==> src/rtl/gray_pkg.sv <==
// Shared constants and Gray/binary helpers for the Gray codec pipeline.
// Pure package: no latency, no flow control.
// Used by RTL for slice sizing, encode and error checking.
package gray_pkg;

    localparam int MODE_DECODE = 0;
    localparam int MODE_ENCODE = 1;

    function automatic int slice_w(input int width, input int stages);
        return (width + stages - 1) / stages;
    endfunction

    function automatic logic [31:0] bin2gray(input logic [31:0] b);
        return b ^ (b >> 1);
    endfunction

    function automatic logic [31:0] gray2bin(input logic [31:0] g);
        logic [31:0] b;
        b[31] = g[31];
        for (int i = 30; i >= 0; i--) begin
            b[i] = b[i+1] ^ g[i];
        end
        return b;
    endfunction

    function automatic int popcount(input logic [31:0] x);
        int n;
        n = 0;
        for (int i = 0; i < 32; i++) begin
            if (x[i]) n++;
        end
        return n;
    endfunction

endpackage

==> src/rtl/gray_pipe_stage.sv <==
// One pipeline register of the Gray codec: resolves slice IDX (decode) or encodes (IDX 0).
// Latency: 1 cycle.
// Backpressure: loads when empty or when downstream takes the held word (dn_rdy).
module gray_pipe_stage
    import gray_pkg::*;
#(
    parameter int WIDTH  = 8,
    parameter int STAGES = 1,
    parameter int MODE   = MODE_DECODE,
    parameter int IDX    = 0
) (
    input  logic             clk_de,
    input  logic             rst_de_n,
    input  logic             up_vld,
    input  logic [WIDTH-1:0] up_dat,
    input  logic             up_run,
    input  logic             dn_rdy,
    output logic             vld,
    output logic [WIDTH-1:0] dat,
    output logic             run
`ifdef GRAY_ERR_CHECK_EN
    ,
    input  logic             up_err,
    output logic             err
`endif
);

    localparam int SW     = slice_w(WIDTH, STAGES);
    localparam int HI     = WIDTH - 1 - IDX * SW;
    localparam int LO_RAW = WIDTH - (IDX + 1) * SW;
    localparam int LO     = (LO_RAW < 0) ? 0 : LO_RAW;

    logic             ld;
    logic             acc;
    logic [WIDTH-1:0] dec;
    logic [WIDTH-1:0] nxt;

    assign ld = !vld || dn_rdy;

    // Bits outside [LO,HI] pass through untouched; an empty slice just forwards the running bit.
    always_comb begin
        acc = up_run;
        dec = up_dat;
        for (int i = WIDTH - 1; i >= 0; i--) begin
            if (i <= HI && i >= LO) begin
                acc    = acc ^ up_dat[i];
                dec[i] = acc;
            end
        end
        if (MODE == MODE_ENCODE) begin
            nxt = (IDX == 0) ? WIDTH'(bin2gray(32'(up_dat))) : up_dat;
        end else begin
            nxt = dec;
        end
    end

    always_ff @(posedge clk_de or negedge rst_de_n) begin
        if (!rst_de_n) begin
            vld <= 1'b0;
            dat <= '0;
            run <= 1'b0;
        end else if (ld) begin
            vld <= up_vld;
            if (up_vld) begin
                dat <= nxt;
                run <= acc;
            end
        end
    end

`ifdef GRAY_ERR_CHECK_EN
    always_ff @(posedge clk_de or negedge rst_de_n) begin
        if (!rst_de_n) begin
            err <= 1'b0;
        end else if (ld && up_vld) begin
            err <= up_err;
        end
    end
`endif

endmodule

==> src/rtl/gray_codec_pipe.sv <==
// Pipelined Gray<->binary converter; optional adjacency check under GRAY_ERR_CHECK_EN.
// Latency: STAGES cycles, one word per cycle.
// Backpressure: out_ready ripples combinationally through the valid chain to in_ready.
module gray_codec_pipe
    import gray_pkg::*;
#(
    parameter int WIDTH  = 8,
    parameter int STAGES = 1,
    parameter int MODE   = MODE_DECODE
) (
    input  logic             clk_de,
    input  logic             rst_de_n,
    input  logic             in_valid,
    output logic             in_ready,
    input  logic [WIDTH-1:0] in_data,
    output logic             out_valid,
    input  logic             out_ready,
    output logic [WIDTH-1:0] out_data
`ifdef GRAY_ERR_CHECK_EN
    ,
    output logic             gray_err
`endif
);

    logic [STAGES:0]  v_c;
    logic [STAGES:0]  r_c;
    logic [WIDTH-1:0] d_c [STAGES+1];
    logic [STAGES-1:0] rdy;
    logic             rdy_acc;
    logic             unused_run;

    assign v_c[0] = in_valid;
    assign r_c[0] = 1'b0;
    assign d_c[0] = in_data;

    // rdy[k] is "downstream of stage k takes this cycle"; the final value is in_ready.
    always_comb begin
        rdy     = '0;
        rdy_acc = out_ready;
        for (int k = STAGES - 1; k >= 0; k--) begin
            rdy[k]  = rdy_acc;
            rdy_acc = !v_c[k+1] || rdy_acc;
        end
        in_ready = rdy_acc;
    end

`ifdef GRAY_ERR_CHECK_EN
    logic [STAGES:0]  e_c;
    logic [WIDTH-1:0] prev_q;
    logic             have_prev_q;
    logic [WIDTH-1:0] chk_gray;

    always_comb begin
        chk_gray = (MODE == MODE_ENCODE) ? WIDTH'(bin2gray(32'(in_data))) : in_data;
        e_c[0]   = have_prev_q && (popcount(32'(chk_gray ^ prev_q)) >= 2);
    end

    always_ff @(posedge clk_de or negedge rst_de_n) begin
        if (!rst_de_n) begin
            prev_q      <= '0;
            have_prev_q <= 1'b0;
        end else if (in_valid && in_ready) begin
            prev_q      <= chk_gray;
            have_prev_q <= 1'b1;
        end
    end

    assign gray_err = e_c[STAGES];
`endif

    for (genvar k = 0; k < STAGES; k++) begin : g_stage
        gray_pipe_stage #(
            .WIDTH (WIDTH),
            .STAGES(STAGES),
            .MODE  (MODE),
            .IDX   (k)
        ) u_stage (
            .clk_de  (clk_de),
            .rst_de_n(rst_de_n),
            .up_vld  (v_c[k]),
            .up_dat  (d_c[k]),
            .up_run  (r_c[k]),
            .dn_rdy  (rdy[k]),
            .vld     (v_c[k+1]),
            .dat     (d_c[k+1]),
            .run     (r_c[k+1])
`ifdef GRAY_ERR_CHECK_EN
            ,
            .up_err  (e_c[k]),
            .err     (e_c[k+1])
`endif
        );
    end

    assign out_valid  = v_c[STAGES];
    assign out_data   = d_c[STAGES];
    assign unused_run = r_c[STAGES];

endmodule

==> config.mk <==
export PLATFORM = sky130hd
export DESIGN_NAME = gray_codec_pipe
export DESIGN_NICKNAME = d
export VERILOG_FILES = /design/src/rtl/gray_pkg.sv /design/src/rtl/gray_pipe_stage.sv /design/src/rtl/gray_codec_pipe.sv
export SDC_FILE = /design/constraint.sdc
export NUM_CORES = 1
export LEC_CHECK = 0
export ABC_CLOCK_PERIOD_IN_PS = 2200
export CORE_AREA = 2 2 39 41
export DETAILED_ROUTE_END_ITERATION = 8
export DIE_AREA = 0 0 41 43
export PLACE_DENSITY_LB_ADDON = 0.2
export SYNTH_ARGS = -nofsm -noshare
export SYNTH_HDL_FRONTEND = slang
export SYNTH_SLANG_ARGS = --single-unit
==> constraint.sdc <==
create_clock -name clk_de -period 2.2 [get_ports clk_de]
set_input_delay 0.33 -clock clk_de [delete_from_list [all_inputs] [get_ports clk_de]]
set_output_delay 0.33 -clock clk_de [all_outputs]
set_load 0.005 [all_outputs]
==> results of run 1 <==
cell usage in the layout, fill, tap and decap left out:
cell             Yosys  final
a21oi_1              3      3
a31oi_1              1      1
buf_4                0      2
clkbuf_1             2      1
clkbuf_4             0      3
clkdlybuf4s50_1      0     21
dfrtp_1              9      9
mux2_2               3      3
nand2_1              7      7
nand2b_1             2      2
nand4b_1             1      1
nor3b_1              1      1
nor4b_1              1      1
o21ai_0              4      4
o21ai_1              1      1
o221ai_1             1      1
xnor2_1              7      7
xnor2_2              1      1
xnor2_4              1      1
xor2_1               2      2
xor2_2               1      1
final timing paths:
check | endpoint | cells after the start
max reg2reg | g_stage[0].u_stage.dat[0] | 5
max | in_ready | 3
min | g_stage[0].u_stage.dat[3] | 1
min reg2reg | g_stage[0].u_stage.dat[1] | 2
max in group asynchronous | g_stage[0].u_stage.dat[5] | 1
min in group clk_de | g_stage[0].u_stage.dat[1] | 2
where the power goes:
part	internal (uW)	total (uW)	switching (uW)
logic	137	217	79.8
registers	202	220	17.9
clock network	69.7	124	54.0
cells by family after synthesis:
family                 synth area share, %
XOR/XNOR                              26.2
AND/OR/NAND/NOR                       12.1
AO/OA/AOI/OAI                         10.4
flip-flops                            42.6
multiplexers                          6.38
buffers and inverters                 2.36
metal layers:
| layer | vias to the layer above | part of all wire (%) | global-route usage, % |
|---|---|---|---|
| met5 | - | 0 | 0 |
| li1 | 214 | - | - |
| met4 | 0 | 0 | 6.00 |
| met2 | 18 | 49 | 23.1 |
| met3 | 0 | 7.6 | 10.5 |
| met1 | 191 | 43 | 17.2 |
worst max-delay path, cell delays in order:
cell             delay (ps)
clkdlybuf4s50_1         440
nand2b_1                160
clkdlybuf4s50_1         520
synthesized netlist by cell type:
| cell type | number | area share (%) |
|---|---|---|
| xnor2_2 | 1 | 3.1 |
| mux2_2 | 3 | 6.4 |
| nand4b_1 | 1 | 1.7 |
| o21ai_1 | 1 | 0.94 |
| buf_2 | 1 | 0.94 |
| clkbuf_1 | 2 | 1.4 |
| nor4b_1 | 1 | 1.7 |
| o21ai_0 | 4 | 3.8 |
| a31oi_1 | 1 | 1.2 |
| nor3b_1 | 1 | 1.4 |
| o221ai_1 | 1 | 1.7 |
| xnor2_4 | 1 | 5.2 |
| xnor2_1 | 7 | 12 |
| nand2_1 | 7 | 5.0 |
| xor2_1 | 2 | 3.3 |
| nand2b_1 | 2 | 2.4 |
| dfrtp_1 | 9 | 43 |
| a21oi_1 | 3 | 2.8 |
| xor2_2 | 1 | 3.1 |
state kept, by name, indices dropped and copies added (netlist names):
name / cells
g_stage.u_stage.dat: 8
g_stage.u_stage.vld: 1
final cells by class:
class / instances / area, um^2
fill: 133 / 596
multi-input combinational: 37 / 292
sequential: 9 / 225
timing repair buffer: 23 / 225
clock buffer: 4 / 26.3
tap: 16 / 20.0
per-stage QoR:
step,total power (uW),setup WS [ps],cells,util (%)
floorplan,325,771,49,-
global placement,438,260,85,55.1
detailed placement,444,233,85,55.1
CTS,574,406,89,57.0
global route,613,357,89,57.0
finish,560,414,89,57.0
==> results.sh, run 1 <==
export IMPL_vias=423
export IMPL_end_kind="output pin"
export IMPL_clock_fmax_ghz=0.560
export IMPL_die_w_um=41
export IMPL_start_util_pct=38.2
export IMPL_fin_setup_tns_ps=0
export IMPL_postSynthAreaPerCell_um2=10.8
export IMPL_antenna_left=0
export IMPL_period_share_pct=81.2
export IMPL_antennaDiodeCount=0
export IMPL_crit_fanout=4
export IMPL_dp_hpwl_um=803
export IMPL_status="finished clean"
export IMPL_ctsResizeCount=0
export IMPL_reg2reg_slack_ps=910
export IMPL_crit_required_ps=1870
export IMPL_hold_viol_final=0
export IMPL_first_pass_iters=2
export IMPL_tritoncts="yes"
export IMPL_cp_start_kind="input pin"
export IMPL_cts_htree_levels=1
export IMPL_ys_types=19
export IMPL_setup_viol=0
export IMPL_syn_cell_area_um2=529
export IMPL_dr_first_iter_drc_count=3
export IMPL_pin_count=22
export IMPL_power_density_mw_per_mm2=711
export IMPL_clock_latency_ps=250
export IMPL_finalClockSkew_ps=1.88
export IMPL_path_clk_slew_ps=60
export IMPL_io_buffers=21
export IMPL_antenna_found_initial=0
export IMPL_ir_drop_mv=0.437
export IMPL_post_cts_buffers=0
export IMPL_yosys_register_bits=9
export IMPL_cts_buffer_depth=2
export IMPL_areaGrowthSynthToFinish_pct=48.9
export IMPL_worstSetupPathType="in2out"
export IMPL_r2r_start="g_stage[0].u_stage.vld"
export IMPL_holdBufCountCts=0
export IMPL_wl_um=971
export IMPL_rsz0062_at_grt="no"
export IMPL_hold_class="in2async"
export IMPL_rows=14
export IMPL_grt_max_degree=14
export IMPL_synth_nets=61
export IMPL_syn_inst=49
export IMPL_fin_hold_ws_ps=373
export IMPL_cts_made_buffers=3
export IMPL_overflow=0
export IMPL_worst_slew_pin_slew_ps=417
export IMPL_slew_viol_final=0
export IMPL_wl_per_cell_um=10.9
export IMPL_maxSlewHeadroom_pct=72.1
export IMPL_grtUsageTotal_pct=15.7
export IMPL_die_h_um=43
export IMPL_place_area_um2=762
export IMPL_cp_arrival_ps=1460
export IMPL_fin_nets=86
export IMPL_dieArea_mm2=0.00176
export IMPL_route_detailed_drc=0
export IMPL_yosysWarnings=0
export IMPL_clkSinkCount=9
export IMPL_cts_root_buf="clkbuf_4"
export IMPL_drive_gt1_share_pct=15.1
export IMPL_routed_via_density=4.75
export IMPL_grt_first_pass_wirelength_um=1770
export IMPL_final_cell_area_um2=788
export IMPL_place_gp_congestion=0.716
export IMPL_fin_crit_ps=1790
export IMPL_startpoint="out_ready"
export IMPL_yosysSeqAreaShare_pct=42.6
export IMPL_p_leak_uw=0.000310
export IMPL_maxCapViolCount=0
export IMPL_first_global_vias=437
export IMPL_core_mm2=0.00138
Note: power is estimated with default switching activity, not from simulation.
==> run 2: changes to the inputs <==
Settings changed: ABC_CLOCK_PERIOD_IN_PS 2200 to 1700, CORE_AREA 2 2 39 41 to not set, CORE_MARGIN set to 1, CORE_UTILIZATION set to 40, DIE_AREA 0 0 41 43 to not set.
Clock period 2.2 ns to 1.7 ns, I/O delays scaled along.
==> results.sh, run 2 (same netlist as run 1, synthesis figures left out) <==
export IMPL_status="finished clean"
export IMPL_areaGrowthSynthToFinish_pct=58.4
export IMPL_rsz0062_at_grt="no"
export IMPL_worstPathCellList="clkdlybuf4s50_1 -> nand2b_1 -> clkdlybuf4s50_1"
export IMPL_cp_start_kind="input pin"
export IMPL_place_gp_congestion=0.755
export IMPL_route_detailed_drc=0
export IMPL_overflow=0
export IMPL_ctsResizeCount=0
export IMPL_pwr_share_comb_pct=40.6
export IMPL_drive_gt1_share_pct=22.5
export IMPL_post_cts_buffers=0
export IMPL_rows=12
export IMPL_max_stage_delay_ps=520
export IMPL_dp_hpwl_um=827
export IMPL_fin_nets=93
export IMPL_dieArea_mm2=0.00147
export IMPL_fin_crit_ps=1620
export IMPL_vias=454
export IMPL_first_global_vias=430
export IMPL_p_leak_uw=0.000343
export IMPL_crit_path_frequent_cell="clkdlybuf4s50_1"
export IMPL_cp_arrival_ps=1360
export IMPL_cts_root_buf="clkbuf_4"
export IMPL_setup_viol=0
export IMPL_worstSetupPathType="in2out"
export IMPL_cts_buffer_depth=2
export IMPL_clock_latency_ps=260
export IMPL_antenna_found_initial=0
export IMPL_maxCapViolCount=0
export IMPL_die_w_um=38.4
export IMPL_crit_fanout=3
export IMPL_internal_power_uw=548
export IMPL_worst_slew_pin_slew_ps=398
export IMPL_pin_count=22
export IMPL_p_sw_uw=209
export IMPL_cts_htree_levels=1
export IMPL_path_clk_slew_ps=60
export IMPL_ff2ff_path_depth=3
export IMPL_power_density_mw_per_mm2=903
export IMPL_tritoncts="yes"
export IMPL_crit_required_ps=1440
export IMPL_hold_class="in2async"
export IMPL_fillCellCount=100
export IMPL_fin_hold_ws_ps=282
export IMPL_end_kind="output pin"
export IMPL_die_h_um=38.4
export IMPL_startpoint="out_ready"
export IMPL_switching_share_pct=27.6
export IMPL_largest_register_ffs=8
export IMPL_core_mm2=0.00117
export IMPL_wl_um=1070
export IMPL_final_cell_area_um2=838
export IMPL_mostFrequentLayoutCell="clkdlybuf4s50_1"
export IMPL_ir_drop_mv=0.669
export IMPL_top_register="g_stage.u_stage.dat"
export IMPL_antenna_left=0
export IMPL_place_area_um2=812
export IMPL_period_share_pct=95.2
export IMPL_finalClockSkew_ps=1.59
export IMPL_clock_fmax_ghz=0.618
export IMPL_seqPwrFrac_pct=37.4
export IMPL_rr_endpoint="g_stage[0].u_stage.dat[7]"
export IMPL_routed_via_density=4.83
export IMPL_slew_viol_final=0
export IMPL_dr_first_iter_drc_count=2
export IMPL_grt_max_degree=10
export IMPL_antennaDiodeCount=0
export IMPL_maxSlewHeadroom_pct=73.4
export IMPL_hold_viol_final=0
export IMPL_critical_path_slowest_cell="clkdlybuf4s50_1"
export IMPL_r2r_start="g_stage[0].u_stage.vld"
export IMPL_reg_top3="g_stage.u_stage.dat (8), g_stage.u_stage.vld (1)"
export IMPL_cts_made_buffers=3
export IMPL_holdBufCountCts=0
export IMPL_wl_per_cell_um=11.4
export IMPL_final_cell_mix="21 x clkdlybuf4s50_1, 9 x dfrtp_1, 9 x buf_4"
export IMPL_clkSinkCount=9
export IMPL_reg2reg_slack_ps=530
export IMPL_start_util_pct=45.2
export IMPL_p_clk_share_pct=22.0
export IMPL_io_buffers=21
export IMPL_grt_first_pass_wirelength_um=1810
export IMPL_first_pass_iters=3
export IMPL_grtUsageTotal_pct=19.3
-- run 2: changes by cell type in the layout (fill, tap and decap cells not counted), sizes merged --
cell	previous run	this run
buf	2	9
-- run 2: final cells by class --
type | count | area (um^2) | share of cell area (%)
well taps | 14 | 17.5 | 2.09
flip-flops and latches | 9 | 225 | 26.9
clock buffers | 4 | 26.3 | 3.13
multi-input cells | 37 | 292 | 34.8
repair buffers | 30 | 278 | 33.1
-- run 2: through the flow --
stage	TNS, ps	instances	setup slack (ps)	power, uW	util [%]
final	0	94	80.8	757	71.6
after global placement	-194	90	-120	589	69.3
after detailed placement	-307	90	-168	597	69.3
after global routing	0	94	31.7	810	71.6
after floorplan	0	49	346	420	-
after CTS	0	94	71.2	769	71.6
-- run 2: worst max-delay path by stage --
stage | depth (start not counted) | end | slack [ps]
after global routing | 3 | in_ready | 30
after global placement | 8 | g_stage[0].u_stage.dat[0] | -120
after floorplan | 6 | g_stage[0].u_stage.dat[0] | 350
after detailed placement | 8 | g_stage[0].u_stage.dat[0] | -170
final | 3 | in_ready | 80
after CTS | 3 | in_ready | 70
-- run 2: routing by layer --
layer	vias to the layer above	share of wire, %	GRT usage (%)
met4	0	2.1	10.3
met1	207	41	20.7
met3	5	5.3	8.72
li1	228	-	-
met5	-	0	0
met2	14	52	31.4
-- run 2: critical path: cells and delay by family --
kind / cells / cell delay (ps)
buffers and inverters: 2 / 970
and+or+nand+nor: 1 / 150
-- run 2: power by group through the flow --
stage                     Clock [uW]  Combinational [uW]  Sequential (uW)
after floorplan                    0                 129              291
after global placement             0                 303              286
after detailed placement           0                 309              288
after CTS                        174                 311              284
after global routing             186                 335              288
final                            167                 307              283
